==> src/rtl/serdes_pkg.sv <==
// Shared definitions for the serial link (serializer and deserializer).
//   - Default word width, bit-count code width and shortest legal burst.
//   - Collector state enum.
//   - Mod code meaning "full DATA_W-bit word".
// No ports.
package serdes_pkg;

    localparam int unsigned SERDES_DATA_W  = 16;
    localparam int unsigned SERDES_MOD_W   = $clog2(SERDES_DATA_W);
    localparam int unsigned SERDES_MIN_LEN = 3;

    // A full word is signalled by mod code 0, not DATA_W.
    localparam int unsigned MOD_FULL = 0;

    typedef enum logic [0:0] {
        IDLE,
        COLLECT
    } serdes_state_e;

endpackage

==> src/rtl/deserializer.sv <==
// Serial-to-parallel receiver for MSB-first bursts qualified by a valid strobe.
// Each burst is packed left-justified into a DATA_W-bit word. A one-cycle
// pulse is produced when the word fills, or when the burst ends with at least
// MIN_LEN bits. Shorter bursts (runts) are dropped.
//
// Ports:
//   clk_i             clock, all logic on posedge
//   srst_i            synchronous reset, active-high, highest priority
//   ser_data_i        serial bit, sampled when ser_data_val_i=1
//   ser_data_val_i    bit strobe; contiguous high cycles form one burst
//   deser_data_o      assembled word, MSB = first received bit (held between pulses)
//   deser_data_mod_o  valid-bit count, 0 = full word (held between pulses)
//   deser_data_val_o  one-cycle pulse qualifying data/mod
//   runt_cnt_o        saturating count of dropped runts (only with DESERIALIZER_RUNT_CNT_EN)
//   busy_o            a partially collected word is held
//
// Build option: define DESERIALIZER_RUNT_CNT_EN to add the runt counter and runt_cnt_o.
module deserializer
    import serdes_pkg::*;
#(
    parameter int unsigned DATA_W  = SERDES_DATA_W,
    parameter int unsigned MOD_W   = $clog2(DATA_W),
    parameter int unsigned MIN_LEN = SERDES_MIN_LEN
) (
    input  logic              clk_i,
    input  logic              srst_i,
    input  logic              ser_data_i,
    input  logic              ser_data_val_i,
    output logic [DATA_W-1:0] deser_data_o,
    output logic [MOD_W-1:0]  deser_data_mod_o,
    output logic              deser_data_val_o,
`ifdef DESERIALIZER_RUNT_CNT_EN
    output logic [7:0]        runt_cnt_o,
`endif
    output logic              busy_o
);

    localparam logic [MOD_W:0]    CNT_ONE   = (MOD_W+1)'(1);
    localparam logic [MOD_W:0]    CNT_FULL  = (MOD_W+1)'(DATA_W);
    localparam logic [MOD_W:0]    CNT_MIN   = (MOD_W+1)'(MIN_LEN);
    localparam logic [DATA_W-1:0] MSB_ONE   = {1'b1, {(DATA_W-1){1'b0}}};

    serdes_state_e     state, state_next;
    logic [MOD_W:0]    cnt, cnt_next;
    logic [DATA_W-1:0] shift_reg, shift_next;
    logic [DATA_W-1:0] data_reg, data_next;
    logic [MOD_W-1:0]  mod_reg, mod_next;
    logic              val_reg, val_next;
    logic [DATA_W-1:0] shift_in;
`ifdef DESERIALIZER_RUNT_CNT_EN
    logic [7:0]        runt_cnt, runt_next;
`endif

    always_comb begin
        state_next = state;
        cnt_next   = cnt;
        shift_next = shift_reg;
        data_next  = data_reg;
        mod_next   = mod_reg;
        val_next   = 1'b0;
`ifdef DESERIALIZER_RUNT_CNT_EN
        runt_next  = runt_cnt;
`endif
        // Register with the incoming bit placed at position DATA_W-1-cnt.
        shift_in = ser_data_i ? (shift_reg | (MSB_ONE >> cnt)) : shift_reg;

        case (state)
            IDLE: begin
                if (ser_data_val_i) begin
                    state_next = COLLECT;
                    cnt_next   = CNT_ONE;
                    shift_next = shift_in;
                end
            end
            COLLECT: begin
                if (ser_data_val_i) begin
                    if (cnt + CNT_ONE == CNT_FULL) begin
                        // Word complete: emit and restart so a following bit
                        // begins a fresh word without a bubble.
                        data_next  = shift_in;
                        mod_next   = MOD_W'(MOD_FULL);
                        val_next   = 1'b1;
                        cnt_next   = '0;
                        shift_next = '0;
                        state_next = IDLE;
                    end else begin
                        cnt_next   = cnt + CNT_ONE;
                        shift_next = shift_in;
                    end
                end else begin
                    if (cnt >= CNT_MIN) begin
                        // Lower bits are already 0 since the register starts cleared.
                        data_next = shift_reg;
                        mod_next  = cnt[MOD_W-1:0];
                        val_next  = 1'b1;
                    end
`ifdef DESERIALIZER_RUNT_CNT_EN
                    else if (runt_cnt != 8'hFF) begin
                        runt_next = runt_cnt + 8'd1;
                    end
`endif
                    cnt_next   = '0;
                    shift_next = '0;
                    state_next = IDLE;
                end
            end
            default: begin
                state_next = IDLE;
                cnt_next   = '0;
                shift_next = '0;
            end
        endcase
    end

    always_ff @(posedge clk_i) begin
        if (srst_i) begin
            state     <= IDLE;
            cnt       <= '0;
            shift_reg <= '0;
            data_reg  <= '0;
            mod_reg   <= '0;
            val_reg   <= 1'b0;
`ifdef DESERIALIZER_RUNT_CNT_EN
            runt_cnt  <= '0;
`endif
        end else begin
            state     <= state_next;
            cnt       <= cnt_next;
            shift_reg <= shift_next;
            data_reg  <= data_next;
            mod_reg   <= mod_next;
            val_reg   <= val_next;
`ifdef DESERIALIZER_RUNT_CNT_EN
            runt_cnt  <= runt_next;
`endif
        end
    end

    assign deser_data_o     = data_reg;
    assign deser_data_mod_o = mod_reg;
    assign deser_data_val_o = val_reg;
    assign busy_o           = (state == COLLECT);
`ifdef DESERIALIZER_RUNT_CNT_EN
    assign runt_cnt_o       = runt_cnt;
`endif

endmodule

==> config.mk <==
export PLATFORM = sky130hd
export DESIGN_NAME = deserializer
export DESIGN_NICKNAME = d
export VERILOG_FILES = /design/src/rtl/serdes_pkg.sv /design/src/rtl/deserializer.sv
export SDC_FILE = /design/constraint.sdc
export NUM_CORES = 1
export LEC_CHECK = 0
export CELL_PAD_IN_SITES_DETAIL_PLACEMENT = 2
export CELL_PAD_IN_SITES_GLOBAL_PLACEMENT = 2
export CORE_UTILIZATION = 34
export DETAILED_ROUTE_END_ITERATION = 10
export GPL_TIMING_DRIVEN = 0
export PLACE_DENSITY_LB_ADDON = 0.2
export SYNTH_ARGS = -nofsm -noshare
export SYNTH_HDL_FRONTEND = slang
export SYNTH_SLANG_ARGS = --single-unit
==> constraint.sdc <==
create_clock -name clk_i -period 2.1 [get_ports clk_i]
set_input_delay 0.21 -clock clk_i [delete_from_list [all_inputs] [get_ports clk_i]]
set_output_delay 0.21 -clock clk_i [all_outputs]
set_load 0.02 [all_outputs]
==> flow_summary.ini <==
[synth]
ys_ff_latch = 43
ys_seq_area_share_pct = 44.2
postSynthCellCount = 189
synth_fp_nets = 198
syn_area_per_cell_um2 = 10.3
ys_types = 41
yosysWarnings = 0
netlist_area_mm2 = 0.00195

[cts]
htree_levels = 2
cts_buffers = 5
clkSinkCount = 43
clk_pin_slew_worst_paths_ps = 90
root_buffer = clkbuf_8
clkLatencyLatePin_ps = 300
cts_max_path_buffers = 2
cts_hold_buf = 0
cts_tree = yes

[global_routing]
grt_max_degree = 14
antenna_found_initial = 0
grt_usage_pct = 22.5
gr-total-overflow = 0
grt_pass1_wl_um = 10300
first_global_vias = 1874

[cells_and_area]
fin_nets = 230
syn_to_final_growth_pct = 24.9
diodes = 0
final.fill_count = 586
final_layout_size_suffix_gt1_share_pct = 24.3

[detailed_routing]
wl_per_cell_um = 21.0
route.vias.total = 1670
drc_errors = 0
drt_iter0_drc = 89
ant_nets = 0
routed_wl_um = 6190
dr.pass1.iters = 4
avgViaCountPerCell = 5.68

[sta]
slew_viol_final = 0
max_freq_mhz = 493
fin_crit_sh_pct = 96.7
fin_hold_ws_ps = 471
worstMarginPinSlew_ps = 726
hold_viol = 0
finalClockSkew_ps = 8.59
rsz0062_at_grt = false
relSlewSlack_pct = 51.3
period_minus_slack_ps = 2030
final.setup.tns_ps = 0
fin_ws_ps = 69.9
final-setup-viol-count = 0

[outcome]
status = finished clean

[setup_path]
reg2reg_setup_slack_ps = 70
worstPathArrival_ps = 2190
reg2regPathDepth = 7
cp-endpoint = deser_data_o[11]
setup.worst_path.start = cnt[0]
critPathRequiredTime_ps = 2260
worstPathMaxFanout = 10
r2r-start = cnt[0]
cp-start-kind = register
r2r_end = deser_data_o[11]
critPathKind = reg -> reg
worstSetupEndpointType = register

[die]
start_util_pct = 35.3
io_pins = 26
core_area_mm2 = 0.00551
die_area_mm2 = 0.00603
die_x_um = 77.6
die_h_um = 77.6
num_rows = 27

[power]
p_per_area_mw_per_mm2 = 599
pwr-share-clk_pct = 36.8
power_leakage_nw = 0.791
p_sw_share_pct = 25.7
seqPwrFrac_pct = 57.0
p_int_mw = 1.08
p_total_mw = 1.46
combPwrFrac_pct = 6.2
switching_power_mw = 0.374
max-vdd-ir-drop_v = 0.000220

[min_path]
hold_path.class = reg -> reg
hp-start = deser_data_mod_o[2]
whs_path_depth = 2

[place]
gp_congestion = 0.810
hpwl_um = 4280
port_buffers = 24
place_ws_ps = -132

[run]
maxCapViolations = 0
-- final cells by class --
| class | instances | area (um^2) | area share (%) |
|---|---|---|---|
| Buffer | 15 | 92.6 | 3.81 |
| Clock buffer | 6 | 72.6 | 2.99 |
| Clock inverter | 2 | 12.5 | 0.515 |
| Inverter | 5 | 18.8 | 0.772 |
| Multi-Input combinational cell | 126 | 1030 | 42.5 |
| Sequential cell | 43 | 863 | 35.5 |
| Tap cell | 72 | 90.1 | 3.71 |
| Timing Repair Buffer | 25 | 248 | 10.2 |
-- layer usage --
layer | share of wire [%] | GRT usage, % | vias up
met2 | 51 | 39.0 | 26
met3 | 2.6 | 4.59 | 6
met4 | 0.82 | 5.47 | 0
met5 | 0 | 0 | -
li1 | - | - | 782
met1 | 46 | 28.3 | 856
-- power by group through the flow --
stage / Sequential (mW) / Combinational [mW] / Clock, mW
floorplan: 0.848 / 0.0509 / 0
detailed placement: 0.848 / 0.0859 / 0
CTS: 0.829 / 0.0897 / 0.539
global placement: 0.848 / 0.0809 / 0
global route: 0.831 / 0.0981 / 0.577
finish: 0.830 / 0.0907 / 0.536
-- how the worst min path moves through the flow --
stage                               end  slack, ps
CTS                 deser_data_mod_o[2]        470
detailed placement  deser_data_mod_o[2]        450
global placement    deser_data_mod_o[3]        440
floorplan                        busy_o        330
global route        deser_data_mod_o[2]        500
finish              deser_data_mod_o[2]        470
-- kinds of logic after synthesis --
family | after synthesis | synth area share, %
AOI/OAI and AO/OA | 84 | 36.1
adders and majority gates | 5 | 3.22
buffers and inverters | 20 | 5.40
DFF | 43 | 44.2
muxes | 1 | 0.514
and+or+nand+nor | 36 | 10.5
-- cell usage in the layout, fill, tap and decap left out, drive strengths merged, types with 2 or more instances in the layout --
cell           count
or3                2
and2               4
nand3b             2
a211oi            31
a21oi             21
o21ai              7
o32ai              2
a32o               6
ha                 5
a21o               2
clkdlybuf4s50     24
nand4b             2
dfxtp             43
buf               12
nand2              8
nor2b              2
inv                5
a22o               8
nor3               3
clkbuf            10
nand3              4
a31oi              2
nor2               5
-- critical path, cell delays in order (launching register included) --
cell and delay (ps):
dfxtp_2 380, ha_1 220, buf_6 140, or3_4 340, o21a_4 250, clkbuf_4 220
a211oi_2 250, a211oi_2 80
-- synth_stat cells (all sizes together) --
| cell type | count | area share, % |
|---|---|---|
| inv | 5 | 0.96 |
| and3 | 1 | 0.32 |
| nand2b | 1 | 0.32 |
| o22ai | 1 | 1.0 |
| dfxtp | 43 | 44 |
| ha | 5 | 3.2 |
| buf | 12 | 3.9 |
| a31o | 1 | 0.45 |
| nor2b | 2 | 0.64 |
| a211oi | 31 | 16 |
| clkbuf | 3 | 0.58 |
| a221oi | 1 | 0.45 |
| nand3 | 4 | 1.3 |
| a22oi | 1 | 0.39 |
| and2 | 4 | 1.4 |
| o32ai | 2 | 0.90 |
| a31oi | 2 | 0.64 |
| nand4b | 2 | 0.90 |
| o21ai | 7 | 1.8 |
| a32o | 6 | 3.1 |
| o21a | 1 | 0.77 |
| nor4 | 1 | 0.32 |
| nand2 | 8 | 1.5 |
| mux2i | 1 | 0.51 |
| a21o | 2 | 1.2 |
| a22o | 8 | 3.6 |
| nor2 | 5 | 0.96 |
| nor3 | 3 | 0.77 |
| and2b | 1 | 0.39 |
| nand3b | 2 | 0.77 |
| or3 | 2 | 0.90 |
| a21oi | 21 | 5.4 |
-- repair_timing --
action                                  4_1_cts  5_1_grt
buffers inserted                              1        0
pin swaps                                     1        1
resized for setup                             6       11
endpoints found under the setup margin       12       13
endpoints found under the hold margin         0        0
-- per-stage QoR --
stage	std cells	instance area [um^2]	utilization, %
detailed placement	285	2280	41.3
floorplan	189	1950	-
global route	294	2430	44.1
CTS	294	2390	43.4
finish	294	2430	44.1
global placement	285	2280	41.3
Note: power is estimated with default switching activity, not from simulation.
